==> src/rtl/seq_accum_pkg.sv <==
// Shared types for the sequence accumulator: FSM state encoding and term mode.
`timescale 1ns/1ps
package seq_accum_pkg;
  typedef enum logic [2:0] {IDLE, INIT, CMP, EMIT, INC, FIN} state_e;
  typedef enum logic {MODE_SUM, MODE_SQSUM} mode_e;
endpackage

==> src/rtl/seq_accum_processor_tick_gen.sv <==
// Clock-enable generator: tick is high one clk in every TICK_DIV (constantly high for 1).
`timescale 1ns/1ps
module tick_gen #(
  parameter int TICK_DIV = 1
) (
  input  logic clk,
  input  logic reset,
  output logic tick
);
  localparam int CW = (TICK_DIV > 1) ? $clog2(TICK_DIV) : 1;

  logic [CW-1:0] div_cnt_q;

  assign tick = (div_cnt_q == CW'(TICK_DIV - 1));

  always_ff @(posedge clk or posedge reset) begin
    if (reset)     div_cnt_q <= '0;
    else if (tick) div_cnt_q <= '0;
    else           div_cnt_q <= div_cnt_q + CW'(1);
  end
endmodule

==> src/rtl/seq_accum_processor.sv <==
// Accumulates i or i*i over i = 0, step, 2*step, ... <= limit, emitting each running total.
// Define SEQ_ACCUM_SAT_EN to clamp the accumulator at 2^WIDTH-1 once it overflows.
`timescale 1ns/1ps
module seq_accum_processor
  import seq_accum_pkg::*;
#(
  parameter int WIDTH    = 8,
  parameter int TICK_DIV = 1
) (
  input  logic             clk,
  input  logic             reset,
  input  logic             start,
  input  logic             mode,
  input  logic [WIDTH-1:0] limit,
  input  logic [WIDTH-1:0] step,
  output logic             busy,
  output logic             out_valid,
  output logic [WIDTH-1:0] out_buf,
  output logic             done,
  output logic             overflow,
  output state_e           dbg_state_o
);
  localparam int PW = 2 * WIDTH + 2;

  logic tick;

  state_e           state_q, state_d;
  mode_e            mode_q, mode_d;
  logic [WIDTH:0]   i_q, i_d;
  logic [WIDTH-1:0] acc_q, acc_d;
  logic [WIDTH-1:0] limit_q, limit_d;
  logic [WIDTH-1:0] step_q, step_d;
  logic [WIDTH-1:0] out_buf_q, out_buf_d;
  logic             overflow_q, overflow_d;
  logic             out_valid_q, out_valid_d;
  logic             done_q, done_d;

  logic [WIDTH:0]   next_i;
  logic [PW-1:0]    term;
  logic [WIDTH:0]   sum;
  logic             ovf_now;

  tick_gen #(.TICK_DIV(TICK_DIV)) u_tick_gen (
    .clk  (clk),
    .reset(reset),
    .tick (tick)
  );

  // i is one bit wider than the datapath so i + step cannot wrap before the limit test.
  assign next_i  = i_q + {1'b0, step_q};
  assign term    = (mode_q == MODE_SQSUM) ? PW'(next_i) * PW'(next_i) : PW'(next_i);
  assign sum     = {1'b0, acc_q} + {1'b0, term[WIDTH-1:0]};
  assign ovf_now = (|term[PW-1:WIDTH]) | sum[WIDTH];

  always_comb begin
    state_d     = state_q;
    mode_d      = mode_q;
    i_d         = i_q;
    acc_d       = acc_q;
    limit_d     = limit_q;
    step_d      = step_q;
    out_buf_d   = out_buf_q;
    overflow_d  = overflow_q;
    out_valid_d = 1'b0;
    done_d      = 1'b0;
    case (state_q)
      IDLE: begin
        if (start) begin
          state_d    = INIT;
          mode_d     = mode_e'(mode);
          limit_d    = limit;
          step_d     = (step == '0) ? WIDTH'(1) : step;
          overflow_d = 1'b0;
        end
      end
      INIT: begin
        i_d     = '0;
        acc_d   = '0;
        state_d = CMP;
      end
      CMP:  state_d = (i_q <= {1'b0, limit_q}) ? EMIT : FIN;
      EMIT: begin
        out_buf_d   = acc_q;
        out_valid_d = tick;
        state_d     = INC;
      end
      INC: begin
        i_d        = next_i;
        overflow_d = overflow_q | ovf_now;
`ifdef SEQ_ACCUM_SAT_EN
        acc_d      = (overflow_q | ovf_now) ? '1 : sum[WIDTH-1:0];
`else
        acc_d      = sum[WIDTH-1:0];
`endif
        state_d    = CMP;
      end
      FIN: begin
        done_d  = tick;
        state_d = IDLE;
      end
      default: state_d = IDLE;
    endcase
  end

  // Pulses clear on the next clk edge; everything else only moves on a tick.
  always_ff @(posedge clk or posedge reset) begin
    if (reset) begin
      state_q     <= IDLE;
      mode_q      <= MODE_SUM;
      i_q         <= '0;
      acc_q       <= '0;
      limit_q     <= '0;
      step_q      <= '0;
      out_buf_q   <= '0;
      overflow_q  <= 1'b0;
      out_valid_q <= 1'b0;
      done_q      <= 1'b0;
    end else begin
      out_valid_q <= out_valid_d;
      done_q      <= done_d;
      if (tick) begin
        state_q    <= state_d;
        mode_q     <= mode_d;
        i_q        <= i_d;
        acc_q      <= acc_d;
        limit_q    <= limit_d;
        step_q     <= step_d;
        out_buf_q  <= out_buf_d;
        overflow_q <= overflow_d;
      end
    end
  end

  assign busy        = (state_q != IDLE);
  assign out_valid   = out_valid_q;
  assign out_buf     = out_buf_q;
  assign done        = done_q;
  assign overflow    = overflow_q;
  assign dbg_state_o = state_q;
endmodule

==> config.mk <==
export PLATFORM = sky130hd
export DESIGN_NAME = seq_accum_processor
export DESIGN_NICKNAME = d
export VERILOG_FILES = /design/src/rtl/seq_accum_pkg.sv /design/src/rtl/seq_accum_processor_tick_gen.sv /design/src/rtl/seq_accum_processor.sv
export SDC_FILE = /design/constraint.sdc
export NUM_CORES = 1
export LEC_CHECK = 0
export CORE_MARGIN = 10
export CORE_UTILIZATION = 53
export CTS_BUF_LIST = sky130_fd_sc_hd__clkbuf_4 sky130_fd_sc_hd__clkbuf_8 sky130_fd_sc_hd__clkbuf_16
export DETAILED_ROUTE_END_ITERATION = 8
export HOLD_SLACK_MARGIN = 0.05
export PLACE_DENSITY = 0.73
export SYNTH_ARGS = -nofsm -noshare
export SYNTH_HDL_FRONTEND = slang
export SYNTH_SLANG_ARGS = --single-unit
==> constraint.sdc <==
create_clock -name clk -period 8.1 [get_ports clk]
set_input_delay 0.81 -clock clk [delete_from_list [all_inputs] [get_ports clk]]
set_output_delay 0.81 -clock clk [all_outputs]
set_load 0.005 [all_outputs]
# After elaboration in Yosys (flattened, before gate mapping)

Cells that the tools add are included.

$add $sub $neg: 3
Multipliers: 1
Magnitude comparators: 1
Equality and inequality tests: 6
Multiplexer cells: 12
Bitwise gates (word level): 3
Reductions and logical operators: 12

Operators with widths:

| cell                                          | count |
|---|---|
| multiplier 9 x 9 -> 18 bit                    | 1 |
| two-way mux 18 bit                            | 1 |
| one-hot mux 9 bit (2 select lines)            | 1 |
| one-hot mux 8 bit (2 select lines)            | 1 |
| one-hot mux 3 bit (4 select lines)            | 1 |
| OR reduction 10 bit                           | 1 |
| adder 8 x 8 -> 9 bit                          | 1 |
| adder 9 x 8 -> 9 bit                          | 1 |
| <= comparator 9 x 8 -> 1 bit                  | 1 |
| zero test 8 bit                               | 1 |
| two-way mux 8 bit                             | 1 |
| == test 3 x 2 -> 1 bit, second input constant | 2 |
| == test 3 bit, second input constant          | 2 |
| two-way mux 3 bit                             | 2 |
| AND reduction 2 bit                           | 3 |
| AND reduction 3 bit                           | 2 |
| two-way mux 1 bit                             | 4 |
| nonzero test 2 bit                            | 2 |
| == test 3 x 1 -> 1 bit, second input constant | 1 |
| zero test 3 bit                               | 1 |
| nonzero test 3 bit                            | 1 |
| != test 2 bit, second input constant          | 1 |
| OR 1 bit                                      | 2 |
| one-hot mux 1 bit (2 select lines)            | 1 |
| other kinds (3)                               | 3 |

Register bits: 49
Input bits: 20
Output and inout bits: 15
Word-level logic and storage cells: 49

# Longest topological paths before layout

Gate-level depths: netlist of the first run.

Word-level depth: 7
Depth in mapped cells: 29
Mapped depth without buffers: 28

# By module

From an unflattened synthesis of the first run, not the netlist that was laid out.

Cells, all modules: 514
Area, all modules: 4714.5 µm²

By module, submodules not included:

| module              | instances | cells each | area an instance (µm²) | seq. area each (µm²) |
|---|---|---|---|---|
| seq_accum_processor | 1         | 512        | 4703.3                 | 1201.2 |
| tick_gen            | 1         | 2          | 11.3                   | 0.0 |

# Worst setup path after synthesis of the first run

No wires, ideal clock.

Kind: register to register
From: reg i_q[0]
To: reg overflow_q, in the netlist overflow
Library setup time: 0.136 ns
Data arrival time: 6.305 ns
Data required time: 7.964 ns
Slack: 1.660 ns
Cell stages (with the launch flop): 30
Path buffers: 1
Period minus slack after synthesis: 6.440 ns
Cell sequence: dfrtp_1 -> ha_1 -> inv_1 -> fa_1 -> and2b_1 -> o31a_2 -> o21ai_0 -> nand2b_1 -> xor2_1 -> inv_1 -> buf_4 -> nor2_1 -> inv_1 -> fa_1 -> inv_1 -> fa_1 -> inv_1 -> fa_1 -> fa_1 -> inv_1 -> ha_1 -> a211o_1 -> o211ai_1 -> o21ai_0 -> ha_1 -> a211o_1 -> a31oi_1 -> nand4_1 -> nor4_1 -> a31oi_1

Word-level cells in the longest chain between the ends: 7
Elaborated cells between the ends (all ways): 8
Those cells by class: 2 x add/sub; 1 x mul; 2 x mux; 2 x bitwise; 1 x reduce/logical

Ends and longest elaborated chain:

| item                                                               | RTL line                                             | source |
|---|---|---|
| start: declaration                                                 | seq_accum_processor.sv:29                            | `logic [WIDTH:0] i_q, i_d;` |
| start signal: assignment                                           | seq_accum_processor.sv:124                           | `i_q <= i_d;` |
| adder 9 x 8 -> 9 bit *                                             | seq_accum_processor.sv:50                            | `assign next_i = i_q + {1'b0, step_q};` |
| multiplier 9 x 9 -> 18 bit                                         | seq_accum_processor.sv:51                            | `assign term = (mode_q == MODE_SQSUM) ? PW'(next_i) * PW'(next_i) : PW'(next_i);` |
| two-way mux 18 bit *                                               | seq_accum_processor.sv:51                            |  |
| adder 8 x 8 -> 9 bit / OR reduction 10 bit (equally long branches) | seq_accum_processor.sv:52, seq_accum_processor.sv:53 |  |
| OR 1 bit *                                                         | seq_accum_processor.sv:53                            | `assign ovf_now = (\|term[PW-1:WIDTH]) \| sum[WIDTH];` |
| OR 1 bit *                                                         | seq_accum_processor.sv:89                            | `overflow_d = overflow_q \| ovf_now;` |
| one-hot mux 1 bit (2 select lines) *                               | seq_accum_processor.sv:66                            | `case (state_q)` |
| end signal: assignment                                             | seq_accum_processor.sv:129                           | `overflow_q <= overflow_d;` |
| end: declaration                                                   | seq_accum_processor.sv:34                            | `logic overflow_q, overflow_d;` |

Mark *: on every way between the ends. The rest lies on a longest branch, timed or not.
A chain may end at the register's enable or synchronous reset.

# Worst setup path after layout of the first run

Ends and elaborated chain as after synthesis.

==> run_results.csv, run 1 <==
group,metric,value,unit
yosys,synth.cell_area,4710,um^2
setup_path,reg2regPathDepth,28,
setup_path,cp-end-kind,"register",
setup_path,critPathArrivalTime,7210,ps
cells_and_area,nNetsFinal,670,
detailed_routing,drc,0,
sta,worst_pin_slew,1240,ps
place,numPortBuffers,34,
sta,finalCriticalPeriod,7020,ps
cells_and_area,final_cell_mix,"inv_1, nand2_1, ha_1",
detailed_routing,routed_wl,10500,um
detailed_routing,ant_nets,0,
cells_and_area,final_area,5270,um^2
floorplan,dieArea,13100,um^2
setup_path,cpMaxStageDelayCell,"fa_1",
detailed_routing,first_pass_iters,4,
floorplan,dieWidth,114,um
grt,grt.total_usage,16.8,%
cts,clkTransAtPathRegs,100,ps
place,hpwlAfterDp,8360,um
cts,cts_resized,0,
yosys,postSynthAreaPerCell,8.98,um^2
detailed_routing,drt_iter0_drc,303,
sta,hold_viol_final,0,
cts,numCtsBuffers,5,
detailed_routing,met3WireLength,566,um
setup_path,path_class,"reg2reg",
grt,grt_pass1_wl,18200,um
grt,grt_antenna_before_repair,0,
cts,tritoncts,"done",
yosys,synth_seq_cells,48,
cts,clk_latency,310,ps
yosys,synthArstFlopShare,100,%
grt,grt_max_degree,49,
yosys,ys_warn_count,0,
sta,drv_slew,0,
floorplan,die_h,114,um
cells_and_area,diodes,0,
floorplan,row_count,34,
sta,max_slew_margin,17.2,%
setup_path,cp_max_fo,11,
detailed_routing,num_vias,3666,
cells_and_area,final_common_cell,"inv_1",
sta,grt_setup_unrepaired,"false",
cts,ctsHoldBuffers,0,
floorplan,pin_count,35,
cts,clockRootBuffer,"clkbuf_8",
detailed_routing,wl_per_cell,15.8,um
sta,max_freq,142,MHz
cells_and_area,syn2layout_area_growth,11.9,%
cells_and_area,n_fill_cell,751,
setup_path,crit_path_start_kind,"register",
detailed_routing,top_layer_used,"met4",
cts,ctsHtreeMaxLevel,2,
setup_path,critical-path-max-stage-delay,550,ps
detailed_routing,wl_met1,4860,um
detailed_routing,vias_per_cell,5.50,
setup_path,crit_top_cell,"inv_1",
cts,cts_setup_buffers,0,
yosys,netlist_instances,525,
min_path,holdPathStages,2,
sta,clock_skew,7.04,ps
grt,grt_pass1_vias,3648,
sta,period_share,86.7,%
run,cap_viol_max_count,0,
grt,grt_overflow,0,
setup_path,worstPathRequired,8290,ps
cells_and_area,drive_gt1_share,6.08,%
cts,cts.sink_count,48,
yosys,ys_types,59,
detailed_routing,wl_met2,5020,um
yosys,syn_nets,637,
yosys,synth-seq-area-share,25.5,%
cts,clock_path_buffers,2,
sta,setup-tns-final,0,ps
place,place.gp.congestion,0.902,
yosys,synthFlopType,"dfrtp_1",
min_path,holdCritPathClass,"reg2reg",
place,dpl_cell_area,5150,um^2
sta,finalSetupViolCount,0,
yosys,synth_edf_count,0,
floorplan,start_util,54.3,%
outcome,outcome,"completed",
floorplan,placeableCoreArea,8680,um^2
cell families (layout without fill, tap and decap cells):
family | after synthesis | in the layout | share of synthesized area, %
buffers and inverters | 88 | 122 | 7.32
AND/OR/NAND/NOR | 155 | 155 | 15.2
flip-flops | 48 | 48 | 25.5
multiplexers | 8 | 8 | 1.91
AO/OA/AOI/OAI | 113 | 113 | 15.3
XOR/XNOR | 21 | 21 | 4.46
adder cells (fa/ha/maj) | 92 | 92 | 30.3
routing by layer:
metal,vias up,GRT usage (%)
met2,80,27.9
met3,9,2.31
met5,-,0
met4,0,2.92
met1,1753,23.0
li1,1824,-
sequential cells by signal (all words and copies together), names as in the netlist:
name,count
acc_q,8
dbg_state_o,3
done,1
i_q,9
limit_q,8
mode_q,1
out_buf,8
out_valid,1
overflow,1
step_q,8
synth_stat cells (4+ instances only):
| master | instances | share of area, % |
|---|---|---|
| fa_1 | 37 | 16 |
| nor3_1 | 5 | 0.53 |
| o21ai_0 | 49 | 5.2 |
| inv_1 | 76 | 6.1 |
| ha_1 | 55 | 15 |
| a211oi_1 | 4 | 0.64 |
| or2_2 | 4 | 0.53 |
| a21o_1 | 8 | 1.3 |
| xnor2_1 | 10 | 1.9 |
| dfrtp_1 | 48 | 25 |
| a21oi_1 | 16 | 1.7 |
| o21a_1 | 7 | 1.1 |
| nor2_1 | 42 | 3.3 |
| clkbuf_1 | 5 | 0.40 |
| nand4_1 | 6 | 0.80 |
| nand2_1 | 64 | 5.1 |
| xor2_1 | 9 | 1.7 |
| mux2_2 | 8 | 1.9 |
| a211o_1 | 6 | 1.1 |
| nand2b_1 | 9 | 1.2 |
worst paths after layout:
| kind | start | to | slack (ps) |
|---|---|---|---|
| worst max-delay path | i_q[0] | overflow | 1080 |
| worst min-delay path | out_buf[2] | out_buf[2] | 480 |
| worst max register to register | i_q[0] | overflow | 1080 |
| worst min register to register | out_buf[2] | out_buf[2] | 480 |
| max in group asynchronous | reset | overflow | 6440 |
| min in group asynchronous | reset | limit_q[2] | 1050 |
metrics by stage:
step	setup WS, ps	utilization (%)	hold WS (ps)	instances
floorplan	1660	-	467	525
global placement	1380	59.4	461	659
detailed placement	1160	59.4	466	659
CTS	1110	60.8	489	667
global route	520	60.8	499	667
finish	1080	60.8	485	667
layout make-up:
cell class	count	area (um^2)	area share, %
Timing Repair Buffer	36	355	6.74
Tap cell	108	135	2.56
Sequential cell	48	1200	22.8
Clock buffer	6	82.6	1.57
Inverter	78	293	5.55
Clock inverter	2	38.8	0.735
Multi-Input combinational cell	389	3170	60.1
worst max-delay path, delay by kind of cell (launching register included):
family                     cells  cell delay (ps)
and+or+nand+nor                5              880
AOI/OAI and AO/OA              8             1570
adders and majority gates      8             3190
xor gates and xnor gates       1              280
DFF                            1              410
buffers and inverters          6              560
Power of run 1 is not shown: default switching activity piles up to over one toggle a cycle in this logic, so the estimate is an artifact.
==> run 2, diff against run 1 <==
Settings changed: SLEW_MARGIN set to 20.
==> run 2 against run 1 <==
Compared with the run above: global-route usage decreased by 0.18 points; utilization is 0.23 points lower; design area is 0.38% lower; sequential share of layout area is 0.087 points higher; setup slack got worse by 47 ps; final cell count unchanged.
==> run_results.csv, run 2 (synthesis results as in run 1) <==
group,metric,value,unit
cts,clockRootBuffer,"clkbuf_8",
floorplan,dieWidth,114,um
cells_and_area,final_common_cell,"inv_1",
cts,cts_setup_buffers,0,
sta,max_slew_margin,43.3,%
floorplan,start_util,54.3,%
grt,grt_overflow,0,
detailed_routing,drt_iter0_drc,205,
sta,setup-tns-final,0,ps
setup_path,cp_top_family,"adder cells",
sta,finalSetupViolCount,0,
cells_and_area,largest_reg_flops,9,
cells_and_area,syn2layout_area_growth,11.4,%
place,place.gp.congestion,0.902,
setup_path,critical-path-max-stage-delay,550,ps
setup_path,cp-end-kind,"register",
run,cap_viol_max_count,0,
place,hpwlAfterDp,8420,um
place,numPortBuffers,34,
setup_path,cp_max_fo,11,
cts,tritoncts,"done",
detailed_routing,routed_wl,10400,um
setup_path,path_class,"reg2reg",
grt,grt_pass1_vias,3676,
cells_and_area,multi_input_area,3170,um^2
setup_path,crit_path_start_kind,"register",
cts,ctsHoldBuffers,0,
setup_path,worstPathRequired,8280,ps
detailed_routing,first_pass_iters,4,
outcome,outcome,"completed",
detailed_routing,drc,0,
floorplan,row_count,34,
sta,drv_slew,0,
cells_and_area,drive_gt1_share,6.26,%
sta,grt_setup_unrepaired,"false",
cells_and_area,seq_area,1200,um^2
sta,finalCriticalPeriod,7070,ps
cells_and_area,final_util,60.5,%
setup_path,crit_top_cell,"inv_1",
cells_and_area,nNetsFinal,670,
cts,numCtsBuffers,5,
cts,clock_path_buffers,2,
detailed_routing,vias_per_cell,5.49,
floorplan,placeableCoreArea,8680,um^2
setup_path,cp.buffers_inverters,6,
sta,period_share,87.3,%
detailed_routing,ant_nets,0,
sta,max_freq,141,MHz
sta,worst_pin_slew,847,ps
detailed_routing,num_vias,3664,
cts,ctsHtreeMaxLevel,2,
setup_path,critPathArrivalTime,7250,ps
cts,clkTransAtPathRegs,100,ps
grt,grt_antenna_before_repair,0,
cts,cts.sink_count,48,
grt,grt_max_degree,49,
floorplan,die_h,114,um
cells_and_area,diodes,0,
sta,clock_skew,8.49,ps
cells_and_area,n_fill_cell,769,
grt,grt_pass1_wl,18000,um
setup_path,cpMaxStageDelayCell,"fa_1",
cells_and_area,top_register,"i_q",
cells_and_area,final_cell_mix,"inv_1, nand2_1, ha_1",
floorplan,dieArea,13100,um^2
floorplan,pin_count,35,
grt,grt.total_usage,16.6,%
detailed_routing,wl_per_cell,15.5,um
cts,clk_latency,310,ps
cts,cts_resized,0,
min_path,holdCritPathClass,"reg2reg",
sta,hold_viol_final,0,
## run 2: cell types whose count changed in the layout (fill, tap and decap cells not counted)
cell	delta
clkinv_2	+1
nor2_2	+1
bufinv_16	-1
clkinvlp_4	+1
clkbuf_4	+1
inv_2	-1
nor2_1	-1
clkinv_4	-1
## run 2: worst min-delay path, stage by stage (launching register included)
cell     delay (ps)
dfrtp_1         350
nand2_1          50
nand2_1          60
## run 2: layout make-up
cell class                      count  share of cell area (%)
Timing Repair Buffer               36                    6.76
Multi-Input combinational cell    389                    60.3
Inverter                           78                    5.60
Clock buffer                        7                    1.71
Sequential cell                    48                    22.9
Clock inverter                      1                   0.143
Tap cell                          108                    2.57
## run 2: routing by layer
layer	GRT usage [%]	wire, um
met1	22.7	4760
met2	27.4	5080
met3	2.15	456
met4	3.68	57
met5	0	0
## run 2: worst paths after layout
path                             from         end  slack [ps]  cells past startpoint
max in group asynchronous       reset    overflow        6640                      2
min                        out_buf[6]  out_buf[6]         480                      2
max                            i_q[0]    overflow        1030                     28
max reg2reg                    i_q[0]    overflow        1030                     28
min reg2reg                out_buf[6]  out_buf[6]         480                      2
min in group asynchronous       reset      i_q[2]         960                      2
## run 2: metrics by stage
stage / cells / area (um^2) / worst slack (ps) / hold WS [ps]
after global placement: 659 / 5150 / 1380 / 461
after detailed placement: 659 / 5150 / 1110 / 466
after CTS: 667 / 5250 / 1090 / 489
after global routing: 667 / 5250 / 356 / 498
after floorplan: 525 / 4710 / 1660 / 467
final: 667 / 5250 / 1030 / 483
Power of run 2 is left out for the same reason.
==> run 3, diff against run 2 <==
Settings changed: REMOVE_ABC_BUFFERS set to 1.
==> run 3 against run 2 <==
Compared with the run above: global-route usage shrank 0.69 points; setup slack gained 100 ps; sequential share of layout area about the same; clock-buffer cell count did not move; non-clock buffer count rose by 1; fmax up 1.5%; largest cell class unchanged; utilization up 0.058 points; via count grew 0.44%; critical path type unchanged.
==> run_results.csv, run 3 (synthesis results as in run 1) <==
group,metric,value,unit
cts,clock_path_buffers,2,
floorplan,placeableCoreArea,8680,um^2
detailed_routing,first_pass_iters,4,
cells_and_area,top_register,"i_q",
setup_path,cp-end-kind,"register",
cells_and_area,syn2layout_area_growth,11.5,%
detailed_routing,ant_nets,0,
setup_path,cp_top_family,"adder cells",
min_path,holdPathStages,2,
sta,grt_setup_unrepaired,"false",
place,hpwlAfterDp,8150,um
floorplan,dieArea,13100,um^2
cells_and_area,final_common_cell,"inv_1",
place,numPortBuffers,34,
sta,finalCriticalPeriod,6970,ps
sta,max_freq,144,MHz
min_path,hp-start,"out_buf[4]",
cells_and_area,diodes,0,
run,cap_viol_max_count,0,
setup_path,setup.worst_path.start,"i_q[0]",
sta,finalSetupViolCount,0,
cts,ctsHtreeMaxLevel,2,
grt,grt_antenna_before_repair,0,
setup_path,cp.buffers_inverters,6,
detailed_routing,routed_wl,10200,um
sta,setup_ws,1130,ps
grt,grt.total_usage,15.9,%
detailed_routing,drc,0,
detailed_routing,wl_per_cell,15.3,um
place,dp_slack,1170,ps
floorplan,row_count,34,
setup_path,crit_cells,28,
cts,clockRootBuffer,"clkbuf_8",
place,place.gp.congestion,0.889,
min_path,holdCritPathClass,"reg2reg",
sta,setup-tns-final,0,ps
cts,cts_resized,0,
sta,worst_pin_slew,852,ps
cts,cts_setup_buffers,0,
outcome,outcome,"completed",
sta,clock_skew,4.31,ps
setup_path,worstPathRequired,8290,ps
cells_and_area,nNetsFinal,671,
sta,max_slew_margin,43.2,%
setup_path,cpMaxStageDelayCell,"fa_1",
grt,grt_pass1_wl,17500,um
detailed_routing,drt_iter0_drc,187,
setup_path,crit-reg2reg-launch,"i_q[0]",
setup_path,crit_top_cell,"inv_1",
setup_path,path_class,"reg2reg",
floorplan,dieWidth,114,um
detailed_routing,vias_per_cell,5.51,
detailed_routing,num_vias,3680,
cts,cts.sink_count,48,
setup_path,reg2regPathDepth,28,
grt,grt_overflow,0,
cts,clk_latency,300,ps
cells_and_area,final_cell_mix,"inv_1, nand2_1, ha_1",
floorplan,die_h,114,um
grt,grt_max_degree,49,
cts,numCtsBuffers,5,
floorplan,pin_count,35,
sta,period_share,86.0,%
setup_path,critPathArrivalTime,7150,ps
cts,clkTransAtPathRegs,90,ps
setup_path,crit_path_start_kind,"register",
cells_and_area,largest_reg_flops,9,
setup_path,critical-path-max-stage-delay,540,ps
cts,tritoncts,"done",
cells_and_area,n_fill_cell,751,
grt,grt_pass1_vias,3750,
sta,drv_slew,0,
sta,hold_viol_final,0,
cells_and_area,drive_gt1_share,6.25,%
setup_path,cp_max_fo,11,
floorplan,start_util,54.3,%
cts,ctsHoldBuffers,0,
==> run 3: cell types whose count changed in the layout (fill, tap and decap cells not counted) <==
cell / change
nor2_2: -1
buf_4: +1
nor2_1: +1
==> run 3: through the flow <==
| stage | instances | instance area, um^2 | utilization (%) | hold slack, ps |
|---|---|---|---|---|
| 6_report | 668 | 5260 | 60.6 | 480 |
| 5_1_grt | 668 | 5260 | 60.6 | 505 |
| 4_1_cts | 668 | 5260 | 60.6 | 488 |
| 3_5_place_dp | 660 | 5160 | 59.5 | 466 |
| 3_3_place_gp | 660 | 5160 | 59.5 | 458 |
| 2_1_floorplan | 515 | 4660 | - | 467 |
==> run 3: worst paths after layout <==
path	endpoint	slack, ps
max	overflow	1130
min	out_buf[4]	480
max reg2reg	overflow	1130
min reg2reg	out_buf[4]	480
max in group asynchronous	limit_q[7]	6630
min in group asynchronous	out_valid	950
==> run 3: tightest hold or removal path: stages (launching register included) <==
cell     delay (ps)
dfrtp_1         350
nand2_1          50
nand2_1          50
==> run 3: routing by layer <==
layer,track usage (%),share of wire (%),vias to the layer above
met3,2.41,5.2,14
met4,4.51,1.6,0
met5,0,0,-
met2,26.3,48,85
li1,-,-,1822
met1,21.2,45,1759
==> run 3: area by class of cell <==
cell class | instances | area, um^2 | area share [%]
Multi-Input combinational cell | 389 | 3170 | 60.2
Sequential cell | 48 | 1200 | 22.8
Timing Repair Buffer | 37 | 363 | 6.90
Inverter | 78 | 294 | 5.59
Tap cell | 108 | 135 | 2.57
Clock buffer | 7 | 90.1 | 1.71
Clock inverter | 1 | 7.51 | 0.143
Power of run 3 is left out for the same reason.
